## src/rtl/pcsb_drain_arbiter_pkg.sv

```systemverilog
// Shared types for the store-buffer drain / load arbiter in front of the D-cache port.
package pcsb_drain_arbiter_pkg;

    typedef enum logic [1:0] {
        IDLE    = 2'd0,
        LD_WAIT = 2'd1,
        ST_WAIT = 2'd2
    } arb_state_t;

    typedef struct packed {
        logic [31:0] addr;
        logic [3:0]  rmask;
        logic [3:0]  wmask;
        logic [31:0] wdata;
    } dmem_req_t;

    function automatic logic [31:0] word_align(input logic [31:0] a);
        return a & ~32'h3;
    endfunction

endpackage

```

## src/rtl/pcsb_drain_arbiter.sv

```systemverilog
// Arbitrates post-commit store drains and LSU loads onto one D-cache port,
// one request outstanding; loads win unless the buffer is full or drains starve.
module pcsb_drain_arbiter
    import pcsb_drain_arbiter_pkg::*;
#(
    parameter int STARVE_MAX = 4
) (
    input  logic        clk,
    input  logic        rst_n,
    input  logic        drain_valid,
    output logic        drain_ready,
    input  logic [31:0] drain_addr,
    input  logic [3:0]  drain_wmask,
    input  logic [31:0] drain_wdata,
    output logic        drain_resp,
    input  logic        buf_full,
    input  logic        ld_valid,
    output logic        ld_ready,
    input  logic [31:0] ld_addr,
    input  logic [3:0]  ld_rmask,
    output logic [31:0] ld_rdata,
    output logic        ld_resp,
    output logic [31:0] dmem_addr,
    output logic [3:0]  dmem_rmask,
    output logic [3:0]  dmem_wmask,
    output logic [31:0] dmem_wdata,
    input  logic [31:0] dmem_rdata,
    input  logic        dmem_resp
);

    localparam int CW = $clog2(STARVE_MAX + 1);
    localparam logic [CW-1:0] STARVE_LIM = CW'(STARVE_MAX);

    arb_state_t  state_q, state_d;
    dmem_req_t   req_q, req_d;
    logic [CW-1:0] starve_q, starve_d;
    logic [31:0] ld_rdata_q, ld_rdata_d;
    logic        ld_resp_q, ld_resp_d;
    logic        drain_resp_q, drain_resp_d;
    logic        st_grant, ld_grant;

    // Readies are held low while reset is asserted so no fire can be seen during reset.
    always_comb begin
        st_grant = rst_n && (state_q == IDLE) && drain_valid &&
                   (!ld_valid || buf_full || (starve_q == STARVE_LIM));
        ld_grant = rst_n && (state_q == IDLE) && ld_valid && !st_grant;
    end

    always_comb begin
        state_d      = state_q;
        req_d        = req_q;
        starve_d     = starve_q;
        ld_rdata_d   = ld_rdata_q;
        ld_resp_d    = 1'b0;
        drain_resp_d = 1'b0;
        case (state_q)
            IDLE: begin
                if (st_grant) begin
                    req_d    = '{addr: word_align(drain_addr), rmask: 4'h0,
                                 wmask: drain_wmask, wdata: drain_wdata};
                    starve_d = '0;
                    if (drain_wmask != 4'h0) state_d = ST_WAIT;
                    else                     drain_resp_d = 1'b1;
                end else if (ld_grant) begin
                    req_d = '{addr: word_align(ld_addr), rmask: ld_rmask,
                              wmask: 4'h0, wdata: 32'h0};
                    if (drain_valid && (starve_q != STARVE_LIM)) starve_d = starve_q + 1'b1;
                    if (ld_rmask != 4'h0) begin
                        state_d = LD_WAIT;
                    end else begin
                        ld_resp_d  = 1'b1;
                        ld_rdata_d = 32'h0;
                    end
                end
            end
            LD_WAIT: begin
                if (dmem_resp) begin
                    state_d     = IDLE;
                    req_d.rmask = 4'h0;
                    ld_rdata_d  = dmem_rdata;
                    ld_resp_d   = 1'b1;
                end
            end
            ST_WAIT: begin
                if (dmem_resp) begin
                    state_d      = IDLE;
                    req_d.wmask  = 4'h0;
                    drain_resp_d = 1'b1;
                end
            end
            default: state_d = IDLE;
        endcase
    end

    always_ff @(posedge clk or negedge rst_n) begin
        if (!rst_n) begin
            state_q      <= IDLE;
            req_q        <= '0;
            starve_q     <= '0;
            ld_rdata_q   <= 32'h0;
            ld_resp_q    <= 1'b0;
            drain_resp_q <= 1'b0;
        end else begin
            state_q      <= state_d;
            req_q        <= req_d;
            starve_q     <= starve_d;
            ld_rdata_q   <= ld_rdata_d;
            ld_resp_q    <= ld_resp_d;
            drain_resp_q <= drain_resp_d;
        end
    end

    assign drain_ready = st_grant;
    assign ld_ready    = ld_grant;
    assign drain_resp  = drain_resp_q;
    assign ld_resp     = ld_resp_q;
    assign ld_rdata    = ld_rdata_q;
    assign dmem_addr   = req_q.addr;
    assign dmem_rmask  = req_q.rmask;
    assign dmem_wmask  = req_q.wmask;
    assign dmem_wdata  = req_q.wdata;

endmodule

```

## config.mk

```make
export PLATFORM = sky130hd
export DESIGN_NAME = pcsb_drain_arbiter
export DESIGN_NICKNAME = d
export VERILOG_FILES = /design/src/rtl/pcsb_drain_arbiter_pkg.sv /design/src/rtl/pcsb_drain_arbiter.sv
export SDC_FILE = /design/constraint.sdc
export NUM_CORES = 1
export LEC_CHECK = 0
export ABC_AREA = 1
export BUFFER_PORTS_ARGS = -buffer_cell sky130_fd_sc_hd__buf_4
export CAP_MARGIN = 10
export CORE_MARGIN = 10
export CORE_UTILIZATION = 35
export CTS_CLUSTER_DIAMETER = 40
export DETAILED_ROUTE_END_ITERATION = 12
export GPL_TIMING_DRIVEN = 1
export HOLD_SLACK_MARGIN = 0.06
export SLEW_MARGIN = 25
export SYNTH_ARGS = -nofsm -noshare
export SYNTH_HDL_FRONTEND = slang
export SYNTH_SLANG_ARGS = --single-unit
```

## constraint.sdc

```tcl
create_clock -name clk -period 2.8 [get_ports clk]
set_clock_uncertainty 0.15 [all_clocks]
set_input_delay 0.28 -clock clk [delete_from_list [all_inputs] [get_ports clk]]
set_output_delay 0.28 -clock clk [all_outputs]
set_load 0.05 [all_outputs]
```

Word-level counts from Yosys, hierarchy flattened
Cells that the tools add are included.
{"block": "totals", "ff_bits": 111, "inputBits": 142, "out_inout_bits": 108, "wordCells": 74}
{"block": "classes", "add_sub_neg": 1, "n_eq_ne": 13, "mux": 27, "n_reduce_logical": 24}
{"cell": "72-bit two-way mux", "n": 2}
{"cell": "32-bit two-way mux", "n": 4}
{"cell": "32-bit case mux with 2 select lines", "n": 1}
{"cell": "4-bit case mux with 2 select lines", "n": 2}
{"cell": "2-bit two-way mux", "n": 5}
{"cell": "2-bit inequality test (second input constant)", "n": 5}
{"cell": "3-bit two-way mux", "n": 3}
{"cell": "3-bit AND reduction", "n": 3}
{"cell": "2-bit nonzero test", "n": 4}
{"cell": "4-bit nonzero test", "n": 2}
{"cell": "1-bit logical AND", "n": 6}
{"cell": "1-bit two-way mux", "n": 6}
{"cell": "3-bit by 2-bit inequality test with 1-bit output (second input constant)", "n": 2}
{"cell": "3-bit inequality test (second input constant)", "n": 2}
{"cell": "5-bit AND reduction", "n": 1}
{"cell": "4-bit two-way mux", "n": 1}
{"cell": "1-bit case mux with 2 select lines", "n": 2}
{"cell": "2-bit case mux with 2 select lines", "n": 1}
{"cell": "4-bit AND reduction", "n": 1}
{"cell": "3-bit by 1-bit adder with 3-bit output (second input constant)", "n": 1}
{"cell": "3-bit equality test (second input constant)", "n": 1}
{"cell": "2-bit by 1-bit equality test with 1-bit output (second input constant)", "n": 1}
{"cell": "2-bit equality test (second input constant)", "n": 1}
{"cell": "1-bit logical NOT", "n": 2}
{"cell": "5 further kinds", "n": 6}

Logic depth before layout (Yosys ltp)
{"block": "depth", "depth_word": 9, "depth_mapped": 11, "depth_no_buf": 10}

Worst setup path after synthesis
No wires, ideal clock.
{"block": "synth_timing", "kind": "register -> output", "startpoint": "register state_q[0]", "endpoint": "output ld_ready", "arrival_ps": 1603, "required_time_ps": 2370, "slack_ps": 767, "stages_incl_launch_ff": 10, "path_buffers": 2, "cell_sequence": "dfrtp_1 > inv_1 > ha_1 > nand3_2 > inv_2 > nand2_2 > buf_6 > nand2_2 > buf_4 > inv_1"}
{"block": "synth_via", "elab_chain_cells": 6, "elab_cells_between_ends": 7, "cone_classes": "reduce/logical: 7"}
{"item": "start: declaration", "line_no": "pcsb_drain_arbiter.sv:34", "source": "arb_state_t state_q, state_d;"}
{"item": "start signal: assignment", "line_no": "pcsb_drain_arbiter.sv:104", "source": "state_q <= state_d;"}
{"item": "2-bit logical NOT (*)", "line_no": "pcsb_drain_arbiter.sv:44, pcsb_drain_arbiter.sv:46"}
{"item": "1-bit logical AND (*)", "line_no": "pcsb_drain_arbiter.sv:44, pcsb_drain_arbiter.sv:46"}
{"item": "1-bit logical AND (2 in a row)", "line_no": "pcsb_drain_arbiter.sv:44", "source": "st_grant = rst_n && (state_q == IDLE) && drain_valid &&"}
{"item": "1-bit logical NOT", "line_no": "pcsb_drain_arbiter.sv:46", "source": "ld_grant = rst_n && (state_q == IDLE) && ld_valid && !st_grant;"}
{"item": "1-bit logical AND (*)", "line_no": "pcsb_drain_arbiter.sv:46"}
{"item": "end: declaration", "line_no": "pcsb_drain_arbiter.sv:18", "source": "output logic ld_ready,"}
Every way passes the cells marked *; elsewhere a longest branch is shown, timed or not.

Worst setup path in the final report
{"block": "layout_timing", "startpoint": "register state_q[0]", "endpoint": "register req_q (netlist bit dmem_addr[29])"}
{"block": "layout_via", "elab_chain_cells": 8, "elab_cells_between_ends": 10, "cone_classes": "mux: 1; reduce/logical: 9"}
{"item": "2-bit logical NOT (*)", "line_no": "pcsb_drain_arbiter.sv:44, pcsb_drain_arbiter.sv:46, pcsb_drain_arbiter.sv:56"}
{"item": "1-bit logical AND", "line_no": "pcsb_drain_arbiter.sv:44, pcsb_drain_arbiter.sv:46"}
{"item": "1-bit logical AND (2 in a row)", "line_no": "pcsb_drain_arbiter.sv:44"}
{"item": "1-bit logical NOT", "line_no": "pcsb_drain_arbiter.sv:46"}
{"item": "1-bit logical AND", "line_no": "pcsb_drain_arbiter.sv:46"}
{"item": "2-bit nonzero test (no source line)"}
{"item": "2-bit AND reduction (no source line)"}
{"item": "end signal: assignment", "line_no": "pcsb_drain_arbiter.sv:105", "source": "req_q <= req_d;"}
{"item": "end: declaration", "line_no": "pcsb_drain_arbiter.sv:35", "source": "dmem_req_t req_q, req_d;"}
Marked as above.
A chain may end at the register's enable or synchronous reset.

==> impl_metrics.csv <==
group,metric,value,unit
worst_setup_path,worst_setup_path_start_kind,"flop",
synth,avgSynthCellArea,10.45,um^2
synth,synthCells,448,
cts,cts_max_path_buffers,2,
drt,drtIter0Drc,153,
cts,clk_latency,0.35,ns
finish,drive_above_1_share,38.99,%
worst_setup_path,critPathSlowestCell,"dlygate4sd3_1",
sta,worst_pin_slew,0.7389,ns
cts,htree_levels,3,
power,power.total,8.760,mW
placement,hpwl,11500,um
finish,fillerInstances,1094,
finish,area_growth,72.42,%
hold_path,hp-start,"drain_addr[25]",
worst_setup_path,crit_fanout,30,
floorplanning,fp.dieArea,18400,um^2
global_route,grt_pass1_vias,5016,
drt,wl_per_cell,17.12,um
drt,firstDrtPassIters,4,
sta,drv_slew,0,
global_route,grtUsageTotal,17.89,%
worst_setup_path,critPathArrivalTime,2.74,ns
synth,synth_edf_count,0,
global_route,grt_max_degree,59,
floorplanning,start_util,35.50,%
power,p_leak,4.015,nW
worst_setup_path,end_kind,"flop",
hold_path,hp-class,"in -> reg",
finish,multi_input_area,1635,um^2
synth,synth-async-reset-ratio,100.0,%
floorplanning,fp-row-count,42,
synth,yosysUniqueCellTypes,30,
floorplanning,die_height,135.7,um
sta,setup_viol,0,
drt,ant_nets,0,
cts,clk_pin_slew_worst_paths,0.08,ns
drt,via_per_inst,4.675,
sta,fin_crit_sh,93.50,%
sta,fin_crit,2.618,ns
worst_setup_path,crit_chain,"inv_1 > ha_1 > nand3_2 > inv_2 > nand2_2 > buf_4 > nand2_2 > buf_8 > o22ai_1 > dlygate4sd3_1 > nor2_1",
worst_setup_path,worstSetupStartpoint,"state_q[0]$_DFFE_PN0P_",
run,maxCapViolCount,0,
synth,synth_area,4682,um^2
synth,ys_seq_area_share,58.26,%
placement,gp_congestion,0.8258,
global_route,antenna_found_initial,1,
finish,regArea,2728,um^2
synth,ys_dominant_reg_cell,"dfrtp_1",
finish,nets,950,
sta,hold_violations,0,
sta,slew-limit-headroom,50.74,%
floorplanning,core-area,13190,um^2
worst_setup_path,cpMostUsedCell,"nand2_2",
global_route,grt_pass1_wl,26480,um
sta,fin_tns_setup,0,ns
worst_setup_path,crit_type,"reg -> reg",
worst_setup_path,critPathBufInv,5,
drt,vias,4605,
finish,final_cell_area,8073,um^2
global_route,overflow,0,
floorplanning,ios,250,
worst_setup_path,crit_required,2.93,ns
cts,cts_buffers,9,
cts,cts_sinks,109,
sta,worst_slack,0.1820,ns
worst_setup_path,rr_startpoint,"state_q[0]$_DFFE_PN0P_",
drt,route.detailed.drc,0,
power,ir_drop,0.5465,mV
synth,ys_ff_latch,109,
synth,yosys_warnings,0,
cts,post_cts_buffers,0,
cts,cts-root-buf,"clkbuf_16",
sta,timing.fmax,0.3820,GHz
worst_setup_path,cpPeakStageDelay,0.58,ns
run_status,outcome,"finished clean",
floorplanning,dieWidth,135.7,um
placement,placed_area,6563,um^2
power,power_density,1085,nW/um^2
placement,io_buffers,243,
placement,place_ws,0.5996,ns
worst_setup_path,critPathTopFamily,"buffers and inverters",
sta,rsz0062_at_grt,"no",
cts,cts_tree,"built",
drt,postRouteWirelength,16870,um
==> layer usage <==
metal  global-route usage (%)  wire (um)  up-vias
li1                         -          -     2215
met1                    20.09       6543     2154
met2                    29.75       8169      207
met3                    7.233       1761       29
met4                    6.878        391        0
met5                        0          0        -
==> kinds of logic after synthesis <==
kind of cell               share of synthesized area (%)
AOI/OAI and AO/OA                                  17.82
adders and majority gates                          1.336
buffers and inverters                              6.895
DFF                                                58.26
other                                            0.08009
and+or+nand+nor                                    15.61
==> synthesized netlist by cell type, types with 5 or more instances <==
cell	count	area (um^2)
dfrtp_1	109	2728
nand2_1	90	337.8
nor2_1	66	247.7
o21ai_2	33	289.0
a22o_1	32	280.3
o22ai_1	30	187.7
inv_1	14	52.55
buf_6	12	135.1
buf_4	9	67.56
o21ai_1	8	40.04
nand3_1	7	35.03
ha_1	5	62.56
==> worst reg2reg max path, stage by stage (launching register included) <==
cell           delay [ns]
dfrtp_1              0.38
inv_1                0.10
ha_1                 0.20
nand3_2              0.08
inv_2                0.12
nand2_2              0.13
buf_4                0.25
nand2_2              0.11
buf_8                0.21
o22ai_1              0.12
dlygate4sd3_1        0.58
nor2_1               0.11
==> placed cells by master (no fill, tap or decap) <==
cell type / count
a21oi_1: 2
a22o_1: 32
and2_1: 1
and3_1: 1
buf_12: 1
buf_4: 250
buf_8: 1
clkbuf_16: 9
clkinv_4: 2
clkinv_8: 1
conb_1: 2
dfrtp_1: 109
diode_2: 1
dlygate4sd3_1: 120
ha_1: 5
inv_1: 14
inv_2: 2
inv_4: 1
inv_6: 3
inv_8: 2
nand2_1: 90
nand2_2: 4
nand2_4: 1
nand2_8: 1
nand3_1: 7
nand3_2: 3
nor2_1: 66
nor2_2: 1
nor3_1: 1
o211ai_1: 1
o21ai_0: 4
o21ai_1: 8
o21ai_2: 33
o22ai_1: 30
==> where the power goes <==
group	internal [mW]	switching, mW
Sequential	2.14	0.329
Combinational	1.62	3.38
Clock	0.637	0.648
Total	4.40	4.36
==> metrics by stage <==
stage	hold WS, ns	util [%]	cells
after floorplan	-0.1656	-	449
after global placement	0.3181	49.75	848
after detailed placement	0.3197	49.75	848
after CTS	0.06128	61.13	984
after global routing	0.07226	61.20	985
final	0.06872	61.20	985
==> what timing repair did <==
item / in CTS / in global routing
hold buffers: 120 / 0
endpoints found under the hold margin: 149 / 0
endpoints found under the setup margin: 0 / 18
gates resized for setup: 0 / 2
==> cell type report <==
type / instances / share of cell area, %
Antenna cell: 1 / 0.03100
Clock buffer: 9 / 2.790
Clock inverter: 7 / 0.9144
Inverter: 18 / 0.9299
Multi-Input combinational cell: 293 / 20.26
Sequential cell: 109 / 33.79
Tap cell: 176 / 2.728
Timing Repair Buffer: 372 / 38.56
==> state kept, by name, indices dropped and copies added (netlist names) <==
| signal | cells |
|---|---|
| dmem_addr | 30 |
| ld_rdata | 32 |
| ld_resp | 1 |
| starve_q | 3 |
| dmem_rmask | 4 |
| state_q | 2 |
| dmem_wdata | 32 |
| drain_resp | 1 |
| dmem_wmask | 4 |
==> final timing paths <==
path | slack, ns | cells past startpoint | end
setup / recovery | 0.18 | 11 | dmem_addr[29]$_DFFE_PN0P_
hold / removal | 0.07 | 3 | dmem_addr[25]$_DFFE_PN0P_
setup reg to reg | 0.18 | 11 | dmem_addr[29]$_DFFE_PN0P_
hold reg to reg | 0.34 | 2 | ld_rdata[31]$_DFFE_PN0P_
max in group asynchronous | 0.76 | 4 | dmem_addr[12]$_DFFE_PN0P_
min in group asynchronous | 0.53 | 3 | ld_rdata[16]$_DFFE_PN0P_
(Power assumes the default switching activity.)
